File: src/rtl/ptp_forward_delay_sched.sv
// ptp_forward_delay_sched: round-robin sharing of one forward-delay unit among PORT_NUM ports
module ptp_forward_delay_sched #(
  parameter int PORT_NUM    = 4,
  parameter int TIMEOUT_CYC = 1024
) (
  input  logic                  i_clk,
  input  logic                  i_rst,
  input  logic [PORT_NUM*32-1:0] i_req_t4,
  input  logic [PORT_NUM*32-1:0] i_req_t5,
  input  logic [PORT_NUM-1:0]   i_req_valid,
  output logic [PORT_NUM-1:0]   o_req_ready,
  output logic [31:0]           o_sync_in_t4,
  output logic [31:0]           o_sync_out_t5,
  output logic                  o_forwardtime_valid,
  input  logic [31:0]           i_forward_time,
  input  logic                  i_forward_time_valid,
  output logic [31:0]           o_port_forward_time,
  output logic [PORT_NUM-1:0]   o_port_forward_time_valid,
  output logic                  o_timeout_err,
  output logic [3:0]            o_timeout_port
);
  localparam int IW = PORT_NUM > 1 ? $clog2(PORT_NUM) : 1;
  typedef enum logic [1:0] {IDLE, ISSUE, WAIT} state_t;
  state_t state, state_nxt;
  logic [PORT_NUM-1:0] pending, rot;
  logic [31:0] t4_buf [PORT_NUM];
  logic [31:0] t5_buf [PORT_NUM];
  logic [IW-1:0] rr_ptr, grant, sel, off;
  logic [IW:0] sum;
  logic [15:0] cnt;
  logic done, expire, issue;
  assign o_req_ready = ~pending;
  assign issue = state == IDLE && |pending;
  assign done = state == WAIT && i_forward_time_valid;
  assign expire = state == WAIT && !i_forward_time_valid && cnt == 16'(TIMEOUT_CYC - 1);
  // rotate pending so rr_ptr sits at bit 0, then take the lowest set bit
  always_comb begin
    rot = PORT_NUM'({pending, pending} >> rr_ptr);
    off = '0;
    for (int i = PORT_NUM - 1; i >= 0; i--) if (rot[i]) off = IW'(i);
    sum = {1'b0, rr_ptr} + {1'b0, off};
    sel = sum >= (IW+1)'(PORT_NUM) ? IW'(sum - (IW+1)'(PORT_NUM)) : sum[IW-1:0];
  end
  always_ff @(posedge i_clk) state <= i_rst ? IDLE : state_nxt;
  always_comb
    state_nxt = state == IDLE ? (|pending ? ISSUE : IDLE) :
                state == ISSUE ? WAIT :
                state == WAIT && !(done || expire) ? WAIT : IDLE;
  always_ff @(posedge i_clk)
    for (int k = 0; k < PORT_NUM; k++)
      if (i_req_valid[k] && !pending[k]) begin
        t4_buf[k] <= i_req_t4[k*32 +: 32];
        t5_buf[k] <= i_req_t5[k*32 +: 32];
      end
  always_ff @(posedge i_clk) begin
    if (i_rst) begin
      pending <= '0;
      rr_ptr <= '0;
      grant <= '0;
      cnt <= '0;
      o_sync_in_t4 <= '0;
      o_sync_out_t5 <= '0;
      o_forwardtime_valid <= 1'b0;
      o_port_forward_time <= '0;
      o_port_forward_time_valid <= '0;
      o_timeout_err <= 1'b0;
      o_timeout_port <= '0;
    end else begin
      o_forwardtime_valid <= issue;
      o_port_forward_time_valid <= '0;
      o_timeout_err <= 1'b0;
      cnt <= state == WAIT ? cnt + 16'd1 : '0;
      if (issue) begin
        grant <= sel;
        o_sync_in_t4 <= t4_buf[sel];
        o_sync_out_t5 <= t5_buf[sel];
      end
      if (done) begin
        o_port_forward_time <= i_forward_time;
        o_port_forward_time_valid <= PORT_NUM'(1) << grant;
      end
      if (expire) begin
        o_timeout_err <= 1'b1;
        o_timeout_port <= 4'(grant);
      end
      if (done || expire) rr_ptr <= grant == IW'(PORT_NUM - 1) ? '0 : grant + 1'b1;
      for (int k = 0; k < PORT_NUM; k++)
        if (i_req_valid[k] && !pending[k]) pending[k] <= 1'b1;
        else if ((done || expire) && grant == IW'(k)) pending[k] <= 1'b0;
    end
  end
endmodule

File: config.mk
export PLATFORM = sky130hd
export DESIGN_NAME = ptp_forward_delay_sched
export DESIGN_NICKNAME = d
export VERILOG_FILES = /design/src/rtl/ptp_forward_delay_sched.sv
export SDC_FILE = /design/constraint.sdc
export NUM_CORES = 1
export LEC_CHECK = 0
export CAP_MARGIN = 20
export CELL_PAD_IN_SITES_DETAIL_PLACEMENT = 0
export CELL_PAD_IN_SITES_GLOBAL_PLACEMENT = 1
export CORE_MARGIN = 2
export CORE_UTILIZATION = 43
export DETAILED_ROUTE_END_ITERATION = 10
export GPL_TIMING_DRIVEN = 0
export HOLD_SLACK_MARGIN = 0.12
export PLACE_DENSITY_LB_ADDON = 0.08
export SETUP_SLACK_MARGIN = 0.5
export SYNTH_ARGS = -nofsm -noshare
export SYNTH_HDL_FRONTEND = slang
export SYNTH_SLANG_ARGS = --single-unit
File: constraint.sdc
create_clock -name i_clk -period 10.21 [get_ports i_clk]
set_input_delay 1.021 -clock i_clk [delete_from_list [all_inputs] [get_ports i_clk]]
set_output_delay 1.021 -clock i_clk [all_outputs]
set_load 0.01 [all_outputs]
==> results.sh, run 1 <==
export IMPL_run_status="finished, final reports clean"
export IMPL_postCtsSetupBuffers=0
export IMPL_synthAdderAreaFrac=0.00471
export IMPL_ys_dominant_reg_cell="sky130_fd_sc_hd__edfxtp_1"
export IMPL_rrSetupSlack_ns=6.61
export IMPL_layout_area_overhead_vs_synth_pct=39.0
export IMPL_sequential_cell_area_um2=10300
export IMPL_placement_rows=70
export IMPL_critPathKind="reg2reg"
export IMPL_design_core_area_um2=36600
export IMPL_dominant_combinational_cell_family_by_area_after_synthesis="multiplexers"
export IMPL_seq_power_share=0.436
export IMPL_cell_internal_pwr_uw=3140
export IMPL_synth_warning_count=0
export IMPL_setup_tns_ns=0
export IMPL_routed_via_density=5.22
export IMPL_final_critical_path_setup_slack_ns=6.61
export IMPL_ff2ff_path_depth=12
export IMPL_final_period_minus_worst_setup_slack_ns=3.60
export IMPL_total_leakage_power_uw=0.00836
export IMPL_synth_edff_count=256
export IMPL_critPathArrivalTime_ns=3.99
export IMPL_die_area_um2=38700
export IMPL_number_of_hold_buffers_added_after_cts=0
export IMPL_clk_root_buffer_cell="sky130_fd_sc_hd__clkbuf_16"
export IMPL_grt_setup_unrepaired="false"
export IMPL_report_final_setup_viol=0
export IMPL_cp_required_ns=10.60
export IMPL_cts_max_level=2
export IMPL_synth_top_area_share=0.482
export IMPL_final_hold_violation_count=0
export IMPL_power_switching_share=0.260
export IMPL_setup_worst_path_start_class="flop"
export IMPL_postSynthRegisterBits=386
export IMPL_finalNetCount=1840
export IMPL_switchingPower_uw=1100
export IMPL_multi_input_area_um2=5230
export IMPL_max_slew_margin=0.340
export IMPL_cp_cell_sequence="buf_2, inv_1, nand3_1, o31ai_1, o21ai_0, o221ai_1, ha_1, clkbuf_1, clkbuf_1, mux2_2, mux2i_1, a221oi_2"
export IMPL_fin_crit_sh=0.352
export IMPL_vias_in_the_first_global_route=10968
export IMPL_globalRouteTotalUtil=0.231
export IMPL_holdCritPathClass="reg2reg"
export IMPL_drt_antenna_violating_nets=0
export IMPL_pin_count=405
export IMPL_post_cts_resized_instances=0
export IMPL_cts_tree="built"
export IMPL_worst_pin_slew_ns=0.988
export IMPL_post_route_cells_drive_above_1_share=0.165
export IMPL_die_width_um=197
export IMPL_antenna_found_initial=12
export IMPL_drt_total_wl_mm=45.2
export IMPL_synth_cell_types=47
export IMPL_layout_filler_cells=2873
export IMPL_routed_via_count=10694
export IMPL_die_h_um=197
export IMPL_synthCells=1083
export IMPL_cp_end_kind="flop"
export IMPL_yosys_area_share_xor_xnor=0.00659
export IMPL_placement_setup_worst_slack_ns=6.56
export IMPL_synthSimpleGateAreaFrac=0.0425
export IMPL_path_clk_slew_ns=0.06
export IMPL_timing_critical_path_from="pending[1]"
export IMPL_synth_cell_area_um2=16000
export IMPL_final_setup_skew_ns=0.00914
export IMPL_dp_final_hpwl_mm=32.6
export IMPL_globalplace_congestion=0.808
export IMPL_seq_area_frac_synth=0.645
export IMPL_crit_path_frequent_cell="sky130_fd_sc_hd__clkbuf_1"
export IMPL_drt_drc_violations_left=0
export IMPL_clock_sinks=386
export IMPL_clock_tree_buffer_depth=3
export IMPL_grt_pass1_wl_mm=66.3
export IMPL_p_clk_frac=0.348
export IMPL_power_combinational_fraction=0.216
export IMPL_achievable_frequency_mhz=278
export IMPL_regToRegEndpoint="o_sync_in_t4[11]"
export IMPL_yosys_top_cells_area="sky130_fd_sc_hd__edfxtp_1, sky130_fd_sc_hd__dfxtp_1, sky130_fd_sc_hd__mux2_2"
export IMPL_crit_reg2reg_launch="pending[1]"
export IMPL_power_density_nw_per_um2=191
export IMPL_grt_start_max_net_pins=28
export IMPL_start_util=0.436
export IMPL_crit_slowest_cell="sky130_fd_sc_hd__clkbuf_1"
export IMPL_globalRoute_totalOverflow=0
export IMPL_drv_cap=0
export IMPL_report_final_slew_viol_count=0
export IMPL_portBuffers=401
export IMPL_critPathMaxStageDelay_ns=0.62
export IMPL_crit_family="buffers and inverters"
export IMPL_synth_compound_area_frac=0.0980
export IMPL_async_reset_ff_frac=0
export IMPL_critical_path_n_buffers_inverters=4
export IMPL_cp_depth=12
export IMPL_worst_skew_pair_late_latency_ns=0.56
export IMPL_crit_path_to="o_sync_in_t4[11]"
export IMPL_avgSynthCellArea_um2=14.7
export IMPL_avgRoutedWirePerCell_um=22.1
export IMPL_synth_top_area_cell="sky130_fd_sc_hd__edfxtp_1"
export IMPL_cts_inserted_buffers=42
export IMPL_critical_path_max_fanout=10
export IMPL_synth_mux_area_fraction=0.174
export IMPL_starting_drc_count_in_detailed_routing=515
export IMPL_peakVddDrop_v=0.000134
export IMPL_drt_pass1_iterations=4
==> state kept, by name, summed over array words and instances (netlist names), 4 cells and up <==
| name | cells |
|---|---|
| o_sync_in_t4 | 32 |
| o_port_forward_time_valid | 4 |
| cnt | 16 |
| o_port_forward_time | 32 |
| t4_buf | 128 |
| pending | 4 |
| o_sync_out_t5 | 32 |
| t5_buf | 128 |
==> kinds of logic (layout without fill, tap and decap cells) <==
logic type,count (synthesis),in the layout
muxes,260,260
DFF,386,386
and+or+nand+nor,150,150
AOI/OAI and AO/OA,184,184
xor gates and xnor gates,12,12
adders and majority gates,6,6
other,1,10
buffers and inverters,84,573
==> worst min path at each step <==
stage / startpoint / end / slack [ns] / depth (start not counted)
CTS: o_port_forward_time[14] / o_port_forward_time[14] / 0.45 / 2
global placement: o_port_forward_time[10] / o_port_forward_time[10] / 0.44 / 2
floorplan: cnt[0] / cnt[0] / 0.44 / 1
finish: o_port_forward_time[14] / o_port_forward_time[14] / 0.45 / 2
global route: o_port_forward_time[2] / o_port_forward_time[2] / 0.47 / 2
detailed placement: o_port_forward_time[14] / o_port_forward_time[14] / 0.45 / 2
==> per-layer routing <==
layer | up-vias | track usage | part of all wire
met5 | - | 0 | 0.0014
met4 | 10 | 0.0883 | 0.028
met3 | 77 | 0.0637 | 0.071
met2 | 336 | 0.388 | 0.48
met1 | 5206 | 0.284 | 0.42
li1 | 5065 | - | -
==> layout by cell type (no fill, tap or decap), drive strengths merged, types with 4 or more instances in the layout <==
master / n
nand2: 74
a221oi: 63
nor2b: 6
xor2: 6
and2: 5
nand4: 4
xnor2: 6
buf: 45
clkbuf: 112
a311oi: 4
a21oi: 37
o21bai: 64
mux2: 128
diode: 8
dfxtp: 130
nor2: 31
o21ai: 5
inv: 7
edfxtp: 256
clkdlybuf4s50: 401
ha: 6
nor3: 4
clkinv: 8
nand3: 8
mux2i: 132
==> synth_stat cells, types with 6 or more instances <==
cell type                  number
sky130_fd_sc_hd__a221oi_1      33
sky130_fd_sc_hd__mux2i_1      132
sky130_fd_sc_hd__a221oi_2      30
sky130_fd_sc_hd__nand3_1        8
sky130_fd_sc_hd__xnor2_1        6
sky130_fd_sc_hd__buf_2         12
sky130_fd_sc_hd__nand2_1       74
sky130_fd_sc_hd__buf_4          9
sky130_fd_sc_hd__clkbuf_1      42
sky130_fd_sc_hd__edfxtp_1     256
sky130_fd_sc_hd__o21bai_1      64
sky130_fd_sc_hd__nor2b_1        6
sky130_fd_sc_hd__nor2_1        31
sky130_fd_sc_hd__a21oi_1       37
sky130_fd_sc_hd__dfxtp_1      130
sky130_fd_sc_hd__ha_1           6
sky130_fd_sc_hd__xor2_1         6
sky130_fd_sc_hd__mux2_2       126
sky130_fd_sc_hd__inv_1          7
==> worst register-to-register path: stages, from the launching register on <==
cell                       delay (ns)
sky130_fd_sc_hd__dfxtp_1         0.30
sky130_fd_sc_hd__buf_2           0.21
sky130_fd_sc_hd__inv_1           0.10
sky130_fd_sc_hd__nand3_1         0.09
sky130_fd_sc_hd__o31ai_1         0.06
sky130_fd_sc_hd__o21ai_0         0.21
sky130_fd_sc_hd__o221ai_1        0.17
sky130_fd_sc_hd__ha_1            0.40
sky130_fd_sc_hd__clkbuf_1        0.55
sky130_fd_sc_hd__clkbuf_1        0.63
sky130_fd_sc_hd__mux2_2          0.43
sky130_fd_sc_hd__mux2i_1         0.19
sky130_fd_sc_hd__a221oi_2        0.10
==> per-stage QoR <==
stage	std cells	area, um^2	hold slack (ns)	total power (uW)	util
after global routing	2048	22200	0.471	4410	0.605
after global placement	1953	20600	0.443	2790	0.561
final	2049	22200	0.451	4240	0.605
after CTS	2041	22100	0.454	4280	0.605
after floorplan	1084	16000	0.437	2380	-
after detailed placement	1963	20800	0.446	2800	0.568
==> power groups by stage <==
stage | Sequential [uW] | Combinational [uW] | Clock, uW
5_1_grt | 1860 | 986 | 1570
2_1_floorplan | 1900 | 474 | 0
3_3_place_gp | 1890 | 901 | 0
6_report | 1850 | 917 | 1470
4_1_cts | 1850 | 927 | 1510
3_5_place_dp | 1880 | 923 | 0
==> area by class of cell <==
type | count | area share
tap | 468 | 0.0264
multi-input combinational | 614 | 0.236
timing repair buffer | 411 | 0.191
sequential | 386 | 0.464
buffer | 77 | 0.0199
antenna | 8 | 0.000903
inverter | 7 | 0.00119
clock inverter | 8 | 0.00158
clock buffer | 70 | 0.0592
(Power assumes the default switching activity.)
==> run 2, diff against run 1 <==
Settings changed: CORE_UTILIZATION 43 to 40.
Clock period 10.21 ns to 3.6 ns, I/O delays scaled along.
==> run 2 against run 1 <==
Cell count is 2.9% higher. Clock power rose to 3.0 times the previous value. First-iteration DRC count down 16%. Register-to-register slack worse by 5.9 ns. Die area up 7.3%. Critical path type unchanged.
==> results.sh, run 2 (synthesized netlist as in run 1, its figures left out) <==
export IMPL_run_status="finished, final reports clean"
export IMPL_crit_family="buffers and inverters"
export IMPL_total_leakage_power_uw=0.00845
export IMPL_final_period_minus_worst_setup_slack_ns=2.88
export IMPL_cts_max_level=2
export IMPL_cp_required_ns=4.03
export IMPL_post_route_cells_drive_above_1_share=0.181
export IMPL_final_common_cell="sky130_fd_sc_hd__clkdlybuf4s50_1"
export IMPL_drt_drc_violations_left=0
export IMPL_worst_pin_slew_ns=0.784
export IMPL_cts_tree="built"
export IMPL_globalplace_congestion=0.779
export IMPL_placed_cells=2020
export IMPL_vias_in_the_first_global_route=11004
export IMPL_layout_filler_cells=3259
export IMPL_dp_final_hpwl_mm=32.5
export IMPL_portBuffers=401
export IMPL_starting_drc_count_in_detailed_routing=434
export IMPL_total_power_uw=12300
export IMPL_critPathArrivalTime_ns=3.31
export IMPL_power_density_nw_per_um2=550
export IMPL_final_cell_mix="sky130_fd_sc_hd__clkdlybuf4s50_1, sky130_fd_sc_hd__edfxtp_1, sky130_fd_sc_hd__mux2i_1"
export IMPL_pin_count=405
export IMPL_clock_tree_buffer_depth=3
export IMPL_top_flop_regs="t4_buf (128), t5_buf (128)"
export IMPL_grt_pass1_wl_mm=66.4
export IMPL_placement_rows=73
export IMPL_die_area_um2=41500
export IMPL_report_final_setup_viol=0
export IMPL_holdCritPathClass="in2reg"
export IMPL_peakVddDrop_v=0.000343
export IMPL_critPathMaxStageDelay_ns=0.42
export IMPL_path_clk_slew_ns=0.06
export IMPL_start_util=0.403
export IMPL_multi_input_area_um2=5240
export IMPL_postCtsSetupBuffers=0
export IMPL_drt_antenna_violating_nets=0
export IMPL_avgRoutedWirePerCell_um=21.4
export IMPL_cts_inserted_buffers=44
export IMPL_grt_setup_unrepaired="false"
export IMPL_finalNetCount=1842
export IMPL_globalRouteTotalUtil=0.215
export IMPL_grt_start_max_net_pins=28
export IMPL_drt_total_wl_mm=45.1
export IMPL_fin_crit_sh=0.800
export IMPL_antenna_found_initial=13
export IMPL_final_hold_violation_count=0
export IMPL_finalNonFillerCells=2109
export IMPL_routed_via_count=10530
export IMPL_setup_worst_path_start_class="flop"
export IMPL_drv_cap=0
export IMPL_achievable_frequency_mhz=347
export IMPL_cp_cell_sequence="buf_2, inv_1, nand3_1, o31ai_1, o21ai_0, o221ai_1, ha_2, buf_4, clkbuf_4, mux2_2, mux2i_1, a221oi_2"
export IMPL_drt_pass1_iterations=5
export IMPL_routed_via_density=4.99
export IMPL_worst_skew_pair_late_latency_ns=0.57
export IMPL_max_slew_margin=0.476
export IMPL_die_width_um=204
export IMPL_cp_end_kind="flop"
export IMPL_final_setup_skew_ns=0.0183
export IMPL_critical_path_max_fanout=10
export IMPL_sequential_cell_area_um2=10300
export IMPL_report_final_slew_viol_count=0
export IMPL_critical_path_n_buffers_inverters=4
export IMPL_clock_sinks=386
export IMPL_clk_root_buffer_cell="sky130_fd_sc_hd__clkbuf_16"
export IMPL_globalRoute_totalOverflow=0
export IMPL_design_core_area_um2=39500
export IMPL_die_h_um=204
export IMPL_crit_slowest_cell="sky130_fd_sc_hd__ha_2"
export IMPL_critPathKind="reg2reg"
export IMPL_layout_area_overhead_vs_synth_pct=40.3
==> run 2: cell count changes in the layout (fill, tap and decap cells not counted), moves of 3 or more <==
cell                        previous run  this run
sky130_fd_sc_hd__clkbuf_4              0        10
sky130_fd_sc_hd__clkinv_1              4         7
sky130_fd_sc_hd__bufinv_16             0         3
sky130_fd_sc_hd__clkbuf_2              0         5
sky130_fd_sc_hd__clkbuf_1             59        38
==> run 2: routing by layer <==
layer | GRT usage | wire, um
met2 | 0.363 | 22300
met1 | 0.261 | 18500
met4 | 0.0714 | 859
met3 | 0.0657 | 3420
met5 | 0 | 66
==> run 2: layout make-up <==
type                    count  area share
multi-input cells         614       0.234
diodes                      7    0.000783
clock buffers              64      0.0571
plain buffers              77      0.0218
clock inverters            18     0.00749
flip-flops and latches    386       0.460
well taps                 525      0.0294
repair buffers            411       0.188
inverters                   7     0.00117
==> run 2: power by group <==
part           internal [uW]  total, uW  switching (uW)
clock                   2680       4470            1790
sequential              5100       5240             140
combinational           1340       2610            1270
total                   9120      12300            3200
==> run 2: through the flow <==
stage / hold slack (ns) / setup slack (ns) / instance area [um^2] / util / setup TNS, ns
after global placement: 0.441 / -1.08 / 20600 / 0.522 / -251.33
after CTS: 0.303 / 0.526 / 22300 / 0.564 / 0
after floorplan: 0.437 / 0.979 / 16000 / - / 0
after global routing: 0.320 / 0.516 / 22400 / 0.566 / 0
after detailed placement: 0.446 / -0.235 / 20900 / 0.527 / -5.78
final: 0.341 / 0.721 / 22400 / 0.566 / 0
==> run 2: final timing paths <==
path                                              start                       to  slack (ns)  cells past startpoint
worst max-delay path                         pending[1]        o_sync_out_t5[16]        0.72                     12
worst min-delay path                      i_req_t4[111]            t4_buf[3][15]        0.34                      1
worst max register to register               pending[1]        o_sync_out_t5[16]        0.72                     12
worst min register to register  o_port_forward_time[25]  o_port_forward_time[25]        0.45                      2
==> run 2: worst register-to-register path: cells and delay by family (launching register included) <==
kind                     cells  cell delay (ns)
AO/OA/AOI/OAI                4             0.48
adder cells (fa/ha/maj)      1             0.42
buffers and inverters        4             0.87
flip-flops                   1             0.30
multiplexers                 2             0.58
AND/OR/NAND/NOR              1             0.09
==> run 2: timing repair <==
action,CTS,global route
hold buffers,0,0
setup endpoints to repair,64,63
gates resized for setup,15,28
gates cloned,0,0
==> run 3, diff against run 2 <==
Clock period 3.6 ns to 2.7 ns, I/O delays scaled along.
==> run 3 against run 2 <==
Worst setup slack lost 0.42 ns. Critical path depth shrank 1. Sequential power grew 34%. Cell count grew 1.8%. Largest cell class unchanged.
==> results.sh, run 3 (synthesized netlist as in run 1, its figures left out) <==
export IMPL_run_status="finished, final reports clean"
export IMPL_finalNetCount=1875
export IMPL_die_area_um2=41500
export IMPL_peakVddDrop_v=0.000527
export IMPL_clk_root_buffer_cell="sky130_fd_sc_hd__clkbuf_16"
export IMPL_drv_cap=0
export IMPL_max_slew_margin=0.460
export IMPL_drt_total_wl_mm=47.8
export IMPL_worst_pin_slew_ns=0.808
export IMPL_placement_setup_worst_slack_ns=-0.405
export IMPL_power_density_nw_per_um2=729
export IMPL_starting_drc_count_in_detailed_routing=489
export IMPL_final_period_minus_worst_setup_slack_ns=2.40
export IMPL_routed_via_count=10824
export IMPL_final_critical_path_setup_slack_ns=0.298
export IMPL_globalRoute_totalOverflow=0
export IMPL_grt_pass1_wl_mm=69.3
export IMPL_drt_pass1_iterations=4
export IMPL_setup_worst_path_start_class="flop"
export IMPL_post_route_cells_drive_above_1_share=0.232
export IMPL_globalplace_congestion=0.815
export IMPL_layout_area_overhead_vs_synth_pct=48.8
export IMPL_final_cell_mix="sky130_fd_sc_hd__clkdlybuf4s50_1, sky130_fd_sc_hd__edfxtp_1, sky130_fd_sc_hd__dfxtp_1"
export IMPL_place_area_um2=20900
export IMPL_hold_worst_slack_ns=0.250
export IMPL_critPathArrivalTime_ns=2.84
export IMPL_final_core_area_utilization=0.600
export IMPL_cts_inserted_buffers=44
export IMPL_start_util=0.403
export IMPL_vias_in_the_first_global_route=11250
export IMPL_cts_max_level=2
export IMPL_total_leakage_power_uw=0.00914
export IMPL_drt_drc_violations_left=0
export IMPL_drt_antenna_violating_nets=0
export IMPL_rrSetupSlack_ns=0.30
export IMPL_cts_tree="built"
export IMPL_globalRouteTotalUtil=0.226
export IMPL_achievable_frequency_mhz=416
export IMPL_die_width_um=204
export IMPL_report_final_setup_viol=0
export IMPL_grt_setup_unrepaired="true"
export IMPL_dp_final_hpwl_mm=32.5
export IMPL_pin_count=405
export IMPL_top_flop_regs="t4_buf (128), t5_buf (128)"
export IMPL_critPathKind="reg2reg"
export IMPL_worst_skew_pair_late_latency_ns=0.57
export IMPL_stdcell_area_um2=23700
export IMPL_placed_cells=2018
export IMPL_path_clk_slew_ns=0.06
export IMPL_finalNonFillerCells=2146
export IMPL_cp_required_ns=3.14
export IMPL_antenna_found_initial=15
export IMPL_routed_via_density=5.04
export IMPL_holdCritPathClass="in2reg"
export IMPL_clock_tree_buffer_depth=3
export IMPL_die_h_um=204
export IMPL_clock_sinks=386
export IMPL_final_common_cell="sky130_fd_sc_hd__clkdlybuf4s50_1"
export IMPL_design_core_area_um2=39500
export IMPL_fin_crit_sh=0.889
export IMPL_portBuffers=401
export IMPL_grt_start_max_net_pins=28
export IMPL_final_setup_skew_ns=0.0182
export IMPL_report_final_slew_viol_count=0
export IMPL_final_hold_violation_count=0
export IMPL_placement_rows=73
export IMPL_cp_end_kind="flop"
export IMPL_critical_path_max_fanout=6
export IMPL_avgRoutedWirePerCell_um=22.3
[run 3: cell count changes in the layout (fill, tap and decap cells not counted), sizes merged]
cell / before / now
buf: 46 / 67
bufinv: 3 / 2
clkbuf: 105 / 127
clkinv: 13 / 3
diode: 7 / 11
inv: 9 / 10
[run 3: metal layers]
layer / GRT usage / wire (um)
met5: 0 / 50
met4: 0.0785 / 1320
met3: 0.0725 / 3550
met1: 0.265 / 19100
met2: 0.389 / 23800
[run 3: final cells by class]
cell class,count,area [um^2]
Buffer,77,803
Timing Repair Buffer,444,4700
Antenna cell,11,27.5
Clock buffer,74,1290
Fill cell,3200,15800
Tap cell,525,657
Multi-Input combinational cell,614,5830
Inverter,7,31.3
Clock inverter,8,101
Sequential cell,386,10300
[run 3: report_power, final]
| group | internal (uW) | leakage, uW | switching (uW) |
|---|---|---|---|
| Combinational | 2490 | 0.00495 | 1980 |
| Sequential | 6810 | 0.00351 | 195 |
| Clock | 3460 | 0.000675 | 2370 |
[run 3: stage by stage]
step                setup TNS, ns  total power [uW]
finish                          0             17300
floorplan                       0              9050
CTS                             0             17200
global placement          -114.00             10600
global route                    0             18000
detailed placement         -18.82             10600
[run 3: critical path, stage by stage, from the launching register on]
cell and delay [ns]:
sky130_fd_sc_hd__dfxtp_4 0.34, sky130_fd_sc_hd__buf_6 0.12, sky130_fd_sc_hd__nand3_2 0.07, sky130_fd_sc_hd__o311ai_2 0.09, sky130_fd_sc_hd__o21ai_1 0.12, sky130_fd_sc_hd__o221ai_2 0.14
sky130_fd_sc_hd__ha_4 0.38, sky130_fd_sc_hd__clkbuf_16 0.21, sky130_fd_sc_hd__clkbuf_16 0.18, sky130_fd_sc_hd__mux2_4 0.32, sky130_fd_sc_hd__mux2i_2 0.20, sky130_fd_sc_hd__a221oi_2 0.09
[run 3: timing repair]
action                                  in CTS  in global routing
setup buffers                               14                  5
endpoints found under the setup margin      67                 67
hold buffers                                 0                  0
gates resized for setup                    139                 94
gates cloned                                15                  1
pin swaps                                   28                 36
[run 3: path summary, 6_finish.rpt]
kind,start,end,depth (start not counted)
worst min register to register,o_port_forward_time[14],o_port_forward_time[14],2
worst min-delay path,i_req_t4[16],t4_buf[0][16],1
worst max register to register,rr_ptr[0],o_sync_out_t5[14],11
worst max-delay path,rr_ptr[0],o_sync_out_t5[14],11
